--- src/rtl/tree_prior_sel_pipe.sv ---
// Pipelined N-input priority-select tree with valid/ready flow control.
// Each frame of N candidates is reduced to the valid candidate with the smallest
// priority. Ties go to the lower input position. One tree level is one pipeline stage.
// Optional feature macro: TREE_PRIOR_SEL_HITCNT_EN adds result_cnt, the number of
// valid candidates in the frame. It is computed by a pipelined adder tree that is
// aligned with the select tree.
// Nodes are stored heap-style. Node 1 is the root, and node i has children 2i and 2i+1.
// A child index >= N names leaf (index - N), which is driven straight from the inputs.
`timescale 1ns/1ps
module tree_prior_sel_pipe #(
    parameter int unsigned N       = 8,
    parameter int unsigned PRIOR_W = 8,
    parameter int unsigned INDEX_W = 8,
    localparam int unsigned LEVELS = $clog2(N)
) (
    input  logic                 clk,
    input  logic                 rst_n,
    input  logic                 in_valid,
    output logic                 in_ready,
    input  logic [N-1:0]         sel_valid,
    input  logic [N*PRIOR_W-1:0] sel_prior,
    input  logic [N*INDEX_W-1:0] sel_index,
    output logic                 out_valid,
    input  logic                 out_ready,
`ifdef TREE_PRIOR_SEL_HITCNT_EN
    output logic [LEVELS:0]      result_cnt,
`endif
    output logic                 result_hit,
    output logic [PRIOR_W-1:0]   result_prior,
    output logic [INDEX_W-1:0]   result_index,
    output logic [LEVELS-1:0]    result_pos
);

    localparam int NI    = int'(N);
    localparam int CNT_W = int'(LEVELS) + 1;

    logic w_advance;

    // Frame tokens per level. Level LEVELS is the output stage.
    logic [LEVELS:1] r_tok;

    // Leaf (input) view of each candidate.
    logic               w_leaf_hit   [N];
    logic [PRIOR_W-1:0] w_leaf_prior [N];
    logic [INDEX_W-1:0] w_leaf_index [N];
    logic [LEVELS-1:0]  w_leaf_pos   [N];

    // Registered tree nodes 1..N-1, with their next-state values.
    logic               r_hit   [1:N-1];
    logic [PRIOR_W-1:0] r_prior [1:N-1];
    logic [INDEX_W-1:0] r_index [1:N-1];
    logic [LEVELS-1:0]  r_pos   [1:N-1];
    logic               w_hit   [1:N-1];
    logic [PRIOR_W-1:0] w_prior [1:N-1];
    logic [INDEX_W-1:0] w_index [1:N-1];
    logic [LEVELS-1:0]  w_pos   [1:N-1];

`ifdef TREE_PRIOR_SEL_HITCNT_EN
    logic [CNT_W-1:0] w_leaf_cnt [N];
    logic [CNT_W-1:0] r_cnt      [1:N-1];
    logic [CNT_W-1:0] w_cnt      [1:N-1];
`endif

    // The whole pipeline moves together. It holds only while a result waits at the output.
    assign w_advance = !r_tok[LEVELS] || out_ready;
    assign in_ready  = w_advance;

    // Leaves are gated by in_valid, so bubbles carry all-zero data.
    always_comb begin
        for (int p = 0; p < NI; p++) begin
            w_leaf_hit[p]   = in_valid & sel_valid[p];
            w_leaf_prior[p] = w_leaf_hit[p] ? sel_prior[PRIOR_W*p +: PRIOR_W] : '0;
            w_leaf_index[p] = w_leaf_hit[p] ? sel_index[INDEX_W*p +: INDEX_W] : '0;
            w_leaf_pos[p]   = LEVELS'(p);
`ifdef TREE_PRIOR_SEL_HITCNT_EN
            w_leaf_cnt[p]   = CNT_W'(w_leaf_hit[p]);
`endif
        end
    end

    // Compare each pair of children. Child a is at the lower position.
    always_comb begin
        logic               a_hit, b_hit, b_win;
        logic [PRIOR_W-1:0] a_pr, b_pr;
        logic [INDEX_W-1:0] a_ix, b_ix;
        logic [LEVELS-1:0]  a_ps, b_ps;
`ifdef TREE_PRIOR_SEL_HITCNT_EN
        logic [CNT_W-1:0]   a_ct, b_ct;
`endif
        int                 c;
        for (int i = 1; i < NI; i++) begin
            c = 2 * i;
            if (c >= NI) begin
                a_hit = w_leaf_hit[c-NI];     b_hit = w_leaf_hit[c+1-NI];
                a_pr  = w_leaf_prior[c-NI];   b_pr  = w_leaf_prior[c+1-NI];
                a_ix  = w_leaf_index[c-NI];   b_ix  = w_leaf_index[c+1-NI];
                a_ps  = w_leaf_pos[c-NI];     b_ps  = w_leaf_pos[c+1-NI];
`ifdef TREE_PRIOR_SEL_HITCNT_EN
                a_ct  = w_leaf_cnt[c-NI];     b_ct  = w_leaf_cnt[c+1-NI];
`endif
            end else begin
                a_hit = r_hit[c];   b_hit = r_hit[c+1];
                a_pr  = r_prior[c]; b_pr  = r_prior[c+1];
                a_ix  = r_index[c]; b_ix  = r_index[c+1];
                a_ps  = r_pos[c];   b_ps  = r_pos[c+1];
`ifdef TREE_PRIOR_SEL_HITCNT_EN
                a_ct  = r_cnt[c];   b_ct  = r_cnt[c+1];
`endif
            end
            // b wins only if it is valid and a is either invalid or has a strictly larger priority.
            b_win      = b_hit && (!a_hit || (b_pr < a_pr));
            w_hit[i]   = a_hit | b_hit;
            w_prior[i] = '0;
            w_index[i] = '0;
            w_pos[i]   = '0;
            if (b_win) begin
                w_prior[i] = b_pr;
                w_index[i] = b_ix;
                w_pos[i]   = b_ps;
            end else if (a_hit) begin
                w_prior[i] = a_pr;
                w_index[i] = a_ix;
                w_pos[i]   = a_ps;
            end
`ifdef TREE_PRIOR_SEL_HITCNT_EN
            w_cnt[i] = a_ct + b_ct;
`endif
        end
    end

    // Stage registers. Every level loads only when the pipeline advances.
    always_ff @(posedge clk or negedge rst_n) begin
        if (!rst_n) begin
            r_tok <= '0;
            for (int i = 1; i < NI; i++) begin
                r_hit[i]   <= 1'b0;
                r_prior[i] <= '0;
                r_index[i] <= '0;
                r_pos[i]   <= '0;
`ifdef TREE_PRIOR_SEL_HITCNT_EN
                r_cnt[i]   <= '0;
`endif
            end
        end else if (w_advance) begin
            r_tok[1] <= in_valid;
            for (int k = 2; k <= int'(LEVELS); k++) begin
                r_tok[k] <= r_tok[k-1];
            end
            for (int i = 1; i < NI; i++) begin
                r_hit[i]   <= w_hit[i];
                r_prior[i] <= w_prior[i];
                r_index[i] <= w_index[i];
                r_pos[i]   <= w_pos[i];
`ifdef TREE_PRIOR_SEL_HITCNT_EN
                r_cnt[i]   <= w_cnt[i];
`endif
            end
        end
    end

    assign out_valid    = r_tok[LEVELS];
    assign result_hit   = r_hit[1];
    assign result_prior = r_prior[1];
    assign result_index = r_index[1];
    assign result_pos   = r_pos[1];
`ifdef TREE_PRIOR_SEL_HITCNT_EN
    assign result_cnt   = r_cnt[1];
`endif

endmodule
--- config.mk ---
export PLATFORM = sky130hd
export DESIGN_NAME = tree_prior_sel_pipe
export DESIGN_NICKNAME = d
export VERILOG_FILES = /design/src/rtl/tree_prior_sel_pipe.sv
export SDC_FILE = /design/constraint.sdc
export NUM_CORES = 1
export LEC_CHECK = 0
export BUFFER_PORTS_ARGS = -buffer_cell sky130_fd_sc_hd__buf_2
export CAP_MARGIN = 0
export CORE_UTILIZATION = 53
export CTS_BUF_LIST = sky130_fd_sc_hd__clkbuf_16
export CTS_CLUSTER_DIAMETER = 150
export DETAILED_ROUTE_END_ITERATION = 6
export PLACE_DENSITY = 0.83
export SYNTH_ARGS = -nofsm -noshare
export SYNTH_HDL_FRONTEND = slang
export SYNTH_SLANG_ARGS = --single-unit
export TNS_END_PERCENT = 1
--- constraint.sdc ---
create_clock -name clk -period 4.45 [get_ports clk]
set_input_delay 0.445 -clock clk [delete_from_list [all_inputs] [get_ports clk]]
set_output_delay 0.445 -clock clk [all_outputs]
set_load 0.01 [all_outputs]
# Word level (Yosys, flattened, before mapping)
# Cells that the tools add are included.
# W data, S select, Z words.
[classes]
n_lt_le_gt_ge = 7
bitwise = 15
n_mux = 53
reduce_logical = 23
[op_table]
columns = ["op", "count"]
rows = [
  ["$mux W8", 40],
  ["$lt A8 B8 Y1", 7],
  ["$mux W3", 10],
  ["$and A1 B1 Y1", 8],
  ["$logic_not A1 Y1", 8],
  ["$logic_or A1 B1 Y1", 8],
  ["$logic_and A1 B1 Y1", 7],
  ["$or A1 B1 Y1", 7],
  ["$mux W2", 2],
  ["$mux W1", 1],
]
[word_totals]
elab_cells = 127
regBits = 143
inputBits = 140
output_inout_bits = 22

# Depth between registers and ports, before layout
# Gate-level depths: netlist of the first run.
[depth]
word_depth = 6
mapped_depth = 10
mapped_depth_nobuf = 8

# Worst setup path after synthesis of the first run
# OpenSTA, ideal clock, no wires.
[synth_path]
kind = "input -> register"
start = "input port in_valid"
end = "register r_index[10] (netlist name)"
setup_time_ns = 0.126
slack_ns = 1.794
arrival_ns = 2.530
path_buffers = 3
required_time_ns = 4.324
cell_stages = 10
path_cell_list = "clkbuf_1 > clkbuf_1 > and3_1 > ha_1 > or3b_1 > o2111ai_1 > a31oi_1 > o311a_1 > buf_2 > a221o_1"
[synth_between]
elab_chain_len = 6
elab_cells_between_ends = 11
classes_between = "1 x order compare; 5 x mux; 2 x bitwise; 3 x reduce/logical"
[synth_lines]
columns = ["element", "line", "text"]
rows = [
  ["start, declared", "18", "input logic in_valid,"],
  ["$and A1 B1 Y1", "71", "w_leaf_hit[p] = in_valid & sel_valid[p];"],
  ["$mux W8", "72", "w_leaf_prior[p] = w_leaf_hit[p] ? sel_prior[PRIOR_W*p +: PRIOR_W] : '0;"],
  ["$lt A8 B8 Y1", "111", "b_win = b_hit && (!a_hit || (b_pr < a_pr));"],
  ["$logic_or A1 B1 Y1", "111", ""],
  ["$logic_and A1 B1 Y1", "111", ""],
  ["$mux W8 (*)", "116", "if (b_win) begin"],
  ["end signal, assigned by index", "152", "r_index[i] <= w_index[i];"],
  ["end, declared", "51", "logic [INDEX_W-1:0] r_index [1:N-1];"],
]
# Every way passes the cells marked *; elsewhere a longest branch is shown, timed or not.
# A chain may end at the register's enable or synchronous reset.

# Worst setup path after layout of the first run
[layout_path]
start = "input port in_valid"
end = "register r_prior[17] (netlist name)"
[layout_between]
elab_chain_len = 6
elab_cells_between_ends = 10
classes_between = "1 x order compare; 4 x mux; 2 x bitwise; 3 x reduce/logical"
[layout_lines]
columns = ["element", "line", "text"]
rows = [
  ["$and A1 B1 Y1", "71", ""],
  ["$mux W8", "72", ""],
  ["$lt A8 B8 Y1", "111", ""],
  ["$logic_or A1 B1 Y1", "111", ""],
  ["$logic_and A1 B1 Y1", "111", ""],
  ["$mux W8 (*)", "116", ""],
  ["end signal, assigned by index", "151", "r_prior[i] <= w_prior[i];"],
  ["end, declared", "50", "logic [PRIOR_W-1:0] r_prior [1:N-1];"],
]
# Marked as above.

==> results.md, run 1 <==
* Status: finished, final reports clean
* Internal at about 2.9 mW
* RSZ-0062 raised after global routing: no
* IO Port Bufs at approximately 160
* CTS Hold Bufs at 0
* Setup Viol. Count Final at 0
* Worst-margin pin slew at roughly 0.95 ns
* Worst setup margin at around 1.4 ns
* Sequential fraction of design power at around two fifths
* Initial antenna violation count at 0
* Pwr Density at approximately 500 nW/um^2
* Setup TNS at 0 ns
* Critical-path maximum fanout at 35
* HP Class: input port to asynchronous set/reset pin
* CTS tree: done
* Minimum clock period at 3.05 ns
* Drt first pass iters at 7
* Place WS at between 1 and 1.5 ns
* Post-Syn Instances at between 700 and 800
* R2r endpoint: result_prior[7]
* GRT overflow at 0
* Leak at roughly 4.4 nW
* First-iteration detailed-routing DRC count at ~560
* Logic pwr share at a little under a third
* Dpl hpwl at 13.7 mm
* Die W at ~120 microns
* Clk pin slew, worst setup/hold paths at 0.06 ns
* Reg2Reg Setup Slack at 1.80 ns
* Clk_lat worst skew at between 0.4 and 0.5 ns
* Final Core Density at approximately 64%
* Worst R2R Path Depth at 5
* Vias post-DR at around 6,600
* GPL Wtd Cong at about 0.9
* Share of post-route cells with drive strength above 1 at 24.1%
* Fill cells at roughly 1,100
* Core Area at 14,000 sq um
* Critical Path Start: in_valid
* Inserted Clock Buffers at 17
* EDFF count, synth at 0
* Fin. max-slew vios at 0
* Fin nets at approximately 1,100
* Metal1 wirelength at ~8.8 mm
* Post-route cell area at 8960 sq um
* Yosys reg bits at roughly 130
* Vias in the first global route at between 6,000 and 7,000
* Share of Yosys cell area claimed by the top area cell type at a little over two fifths
* Clk sinks at between 100 and 150
* Worst setup path category: input port to register
* Fin. Hold Viols at 0
* Synthesized area at ~7700 sq um
* Starting Density at 54.9%
* Area growth from synthesis to layout at 16.7%
* Yosys top cell by area: dfrtp_1
* Max-Cap Viols at 0
* Tcrit/Tclk final at about 69%
* First-pass GRT wire length at 31.1 mm
* Vias per cell at approximately 6
* Asr flop ratio synth at 100%
* Top FF cell, synth: dfrtp_1
* Sw Ratio at a little over a third
* H-tree depth at 4
* ANT nets after route at 0
* Die height at approximately 120 microns
* Synth cell count leaders: dfrtp_1 (134), nand2_1 (87), a221o_1 (81)
* Most frequent cell after synthesis: dfrtp_1
* Final wirelength at a little under 20 mm
* GR Util All Layers at ~27%
* Synth warn at 0
* Register area share after synthesis at around 44%
* I/O pin count at around 160
* Max_slew headroom at ~36%
* Max Buffers Root-to-Sink at 2
* Peak supply drop at ~0.38 mV
* Syn nets at 956
* Antenna cells at 0
* Clock power frac at 29.1%
* Largest net degree at the start of global routing at 96
* Met2 WL at between 9 and 10 mm
* Clk root buf: clkbuf_16
* Residual DRC at 0
* Top cells by area, synth: dfrtp_1 (44%), a221o_1 (11%), ha_1 (8.0%)
* Mean post-synth cell area at 10.0 sq um
* Worst setup EP type: register
* Arrival time worst endpoint at approximately 3.3 ns
* Cell Area, Placed at about 8400 sq um
* Max Freq at 0.328 GHz
* Setup Buffers After CTS at 0
* Clk_skew at 0.00578 ns
* # rows at between 40 and 50
* P_sw at about 1.6 mW
* Cts repair resizes at 0
* Die ar. at around 15,000 sq um
* Uppermost layer routed: met4
* Reg-to-reg critical path startpoint: r_tok[3]
* DR WL/cell at roughly 18 microns
* Data required time of the worst path at roughly 4.7 ns
* Yosys cell types at 49
* Met3 WL post-DR at between 1 and 1.5 mm
* Startpoint Class: input port
## power by group through the flow
stage | clock (mW) | combinational (mW) | sequential (mW)
CTS | 1.32 | 1.39 | 1.80
global route | 1.38 | 1.54 | 1.84
finish | 1.31 | 1.39 | 1.80
floorplan | 0 | 1.11 | 1.71
detailed placement | 0 | 1.37 | 1.81
global placement | 0 | 1.33 | 1.80
## sequential cells by signal, indices dropped and copies added (netlist names)
| signal | flops |
|---|---|
| r_index | 48 |
| r_prior | 48 |
| r_pos | 10 |
| result_index | 8 |
| result_prior | 8 |
| r_hit | 5 |
| r_tok | 3 |
| result_pos | 3 |
| result_hit | 1 |
## worst max path at each step
stage             endpoint  slack [ns]  cells after the start
2_1_floorplan  r_index[10]        1.79                     10
3_3_place_gp   r_prior[17]        1.08                      9
3_5_place_dp   r_prior[17]        1.02                      9
4_1_cts        r_prior[17]        1.46                      9
5_1_grt        r_prior[20]        1.16                      9
6_report       r_prior[17]        1.40                      9
## routing by layer
layer / vias to the layer above / global-route usage (%)
li1: 3079 / -
met2: 297 / 42.3
met3: 43 / 5.90
met5: - / 0
met4: 0 / 10.4
met1: 3196 / 36.7
## through the flow
stage | hold WS (ns) | cells | power (mW)
5_1_grt | 0.177 | 1081 | 4.76
6_report | 0.111 | 1081 | 4.51
2_1_floorplan | 0.149 | 767 | 2.82
3_5_place_dp | 0.447 | 1049 | 3.18
3_3_place_gp | 0.444 | 1049 | 3.13
4_1_cts | 0.145 | 1081 | 4.51
## worst max-delay path, stage by stage
cell and delay [ns]:
buf_2 0.42, and2_1 0.40, nand2_1 0.14, ha_1 0.21
or3b_2 0.46, o2111ai_1 0.14, a211oi_1 0.10, a211oi_1 0.73
o221ai_1 0.26
## cell type report
type	instances	area, sq um	share of cell area [%]
clock buffer	17	425	4.75
clock inverter	15	123	1.37
inverter	36	135	1.51
multi-input combinational	532	3840	42.9
sequential	134	3350	37.4
tap	180	225	2.51
timing repair buffer	167	857	9.57
## cell families (layout without fill, tap and decap cells)
group                    Yosys count  after routing  share of synthesized area (%)
AND/OR/NAND/NOR                  251            251                           17.0
buffers and inverters            101            235                           6.38
adder cells (fa/ha/maj)           49             49                           7.99
flip-flops                       134            134                           43.7
AO/OA/AOI/OAI                    232            232                           25.0
## cells in the final DEF, fill, tap and decap left out, types with 5 or more instances in the layout
| master | n |
|---|---|
| o221ai_1 | 7 |
| nand2_1 | 87 |
| ha_1 | 49 |
| a221o_1 | 81 |
| dfrtp_1 | 134 |
| nor2_1 | 33 |
| a21o_1 | 8 |
| clkbuf_16 | 17 |
| inv_1 | 39 |
| a21oi_1 | 31 |
| a211oi_1 | 6 |
| a31oi_1 | 5 |
| buf_4 | 6 |
| o22ai_1 | 8 |
| a221o_2 | 7 |
| clkinv_2 | 8 |
| o21a_1 | 8 |
| nand3_1 | 6 |
| and2_1 | 76 |
| buf_2 | 160 |
| o21ai_0 | 26 |
| and3_1 | 25 |
| o2bb2ai_1 | 21 |
Note: power is estimated with default switching activity, not from simulation.
==> inputs of run 2 (changes only) <==
--- a/config.mk
+++ b/config.mk
@@ -7,11 +7,11 @@
 export LEC_CHECK = 0
 export BUFFER_PORTS_ARGS = -buffer_cell sky130_fd_sc_hd__buf_2
 export CAP_MARGIN = 0
-export CORE_UTILIZATION = 53
+export CORE_UTILIZATION = 50
 export CTS_BUF_LIST = sky130_fd_sc_hd__clkbuf_16
 export CTS_CLUSTER_DIAMETER = 150
 export DETAILED_ROUTE_END_ITERATION = 6
-export PLACE_DENSITY = 0.83
+export PLACE_DENSITY = 0.82
 export SYNTH_ARGS = -nofsm -noshare
 export SYNTH_HDL_FRONTEND = slang
 export SYNTH_SLANG_ARGS = --single-unit
==> constraint.sdc (replaced) <==
create_clock -name clk -period 2.8 [get_ports clk]
set_input_delay 0.28 -clock clk [delete_from_list [all_inputs] [get_ports clk]]
set_output_delay 0.28 -clock clk [all_outputs]
set_load 0.01 [all_outputs]
==> run 2 against run 1 <==
Compared with the run above:
- sequential share of layout area shrank 1.0 points
- flip-flop and latch count stayed put
- critical path depth fell by 3
- design area is 2.8% higher
- combinational power rose by 65%
- register-to-register slack got worse by 1.5 ns
- wire length is 0.57% higher
- clock skew increased by 0.0011 ns
- sequential power rose by 59%
- core utilization is 1.6 points lower
- critical endpoint is now r_prior[34]
- largest power group unchanged
==> results.md, run 2 (synthesized netlist as in run 1, its figures left out) <==
* Clk_skew at 0.00693 ns
* Setup Buffers After CTS at 0
* Setup TNS at 0 ns
* Minimum clock period at around 2.5 ns
* # rows at 44
* IO Port Bufs at 161
* Hold Startpoint: sel_prior[62]
* Commonest non-fill, non-tap cell in the layout: buf_2
* Largest regs: r_index: 48 flops, r_prior: 48 flops, r_pos: 10 flops
* Clk_lat worst skew at between 0.4 and 0.5 ns
* Worst setup EP type: register
* Fin. max-slew vios at 0
* Reg2Reg Setup Slack at between 0.3 and 0.4 ns
* Peak supply drop at around 0.8 mV
* Dpl hpwl at 13.8 mm
* Share of post-route cells with drive strength above 1 at 25.6%
* Area growth from synthesis to layout at 20.0%
* Startpoint Class: register
* Place WS at roughly 0.03 ns
* Residual DRC at 0
* Arrival time worst endpoint at about 2.8 ns
* Internal at ~5 mW
* Die ar. at about 16,000 sq um
* Clock power frac at 31.7%
* Sw Ratio at approximately a third
* R2r endpoint: r_prior[34]
* Max_slew headroom at a little under a third
* Reg-to-reg critical path startpoint: r_prior[1]
* Most frequent cells in the layout: buf_2 (160), dfrtp_1 (134), nand2_1 (87)
* First-pass GRT wire length at around 32 mm
* Leak at ~4.5 nW
* Max-Cap Viols at 0
* Antenna cells at 0
* Clk sinks at ~130
* RSZ-0062 raised after global routing: no
* Starting Density at 52.0%
* Hold Path End: r_prior[6]
* Drt first pass iters at 7
* Clk pin slew, worst setup/hold paths at approximately 0.060 ns
* Pwr Density at 819 nW/um^2
* Core Area at 14,800 sq um
* Max Freq at between 0.4 and 0.5 GHz
* CTS Hold Bufs at 1
* GRT overflow at 0
* DR WL/cell at between 15 and 20 microns
* Tcrit/Tclk final at 88.5%
* ANT nets after route at 0
* First-iteration detailed-routing DRC count at 573
* Worst R2R Path Depth at 6
* I/O pin count at between 150 and 200
* Worst setup margin at between 0.3 and 0.4 ns
* Vias per cell at 5.97
* Hold depth at 2
* Clk root buf: clkbuf_16
* Final wirelength at 19.8 mm
* Cts repair resizes at 0
* Status: finished, final reports clean
* Max Buffers Root-to-Sink at 2
* GR Util All Layers at 25.9%
* Initial antenna violation count at 0
* Vias post-DR at about 6,600
* HP Class: input port to register
* Fin. Hold Viols at 0
* CTS tree: done
* Data required time of the worst path at ~3.1 ns
* H-tree depth at 4
* Die height at between 100 and 150 microns
* Critical-path maximum fanout at 17
* Vias in the first global route at about 6,500
* Worst setup path category: register to register
* Worst-margin pin slew at approximately 1.0 ns
* Logic pwr share at a little under a third
* GPL Wtd Cong at between 0.8 and 0.9
* Fin nets at roughly 1,100
* Sequential fraction of design power at a little under two fifths
* Largest net degree at the start of global routing at approximately 160
* P_sw at around 2.5 mW
* Setup Viol. Count Final at 0
* Die W at 126 microns
* Inserted Clock Buffers at 17
-- run 2: power groups by stage --
stage	clock network, mW	registers, mW	logic [mW]
global route	2.50	2.92	2.53
CTS	2.42	2.86	2.28
finish	2.39	2.87	2.29
detailed placement	0	2.88	2.24
global placement	0	2.87	2.18
floorplan	0	2.72	1.76
-- run 2: stage by stage --
stage	hold slack (ns)	util [%]	instance area [sq um]	std cells	power, mW
2_1_floorplan	-0.0156	-	7670	767	4.48
3_3_place_gp	0.349	58.1	8570	1070	5.05
3_5_place_dp	0.342	58.1	8570	1070	5.12
4_1_cts	0.0825	62.4	9210	1102	7.56
5_1_grt	0.0939	62.4	9210	1102	7.95
6_report	0.0938	62.4	9210	1102	7.55
-- run 2: how the worst max path moves through the flow --
stage                     startpoint  cells past startpoint          end  slack (ns)
after CTS                 r_prior[1]                      6  r_prior[34]        0.31
after global placement      in_valid                      9  r_prior[29]        0.09
after detailed placement    in_valid                      9  r_prior[25]        0.03
after floorplan             in_valid                     10  r_index[10]        0.31
after global routing      r_prior[1]                      6  r_prior[34]        0.23
final                     r_prior[1]                      6  r_prior[34]        0.32
-- run 2: critical path, cell delays in order, from the launching register on --
cell and delay [ns]:
dfrtp_1 0.44, ha_1 0.22, or4_4 0.53, a21oi_2 0.15, a211oi_2 0.10, o21a_1 0.44, a221o_2 0.48
-- run 2: final cells by class --
cell class,instances,area [sq um]
Timing Repair Buffer,185,1020
Clock buffer,17,425
Tap cell,184,230
Fill cell,1203,5540
Sequential cell,134,3350
Multi-Input combinational cell,532,3840
Clock inverter,14,209
Inverter,36,135
-- run 2: layer usage --
metal / vias to the layer above / share of wire (%) / track usage (%)
li1: 3118 / - / -
met1: 3208 / 46 / 35.4
met2: 222 / 47 / 41.8
met3: 26 / 5.8 / 5.27
met4: 0 / 1.3 / 7.58
met5: - / 0 / 0
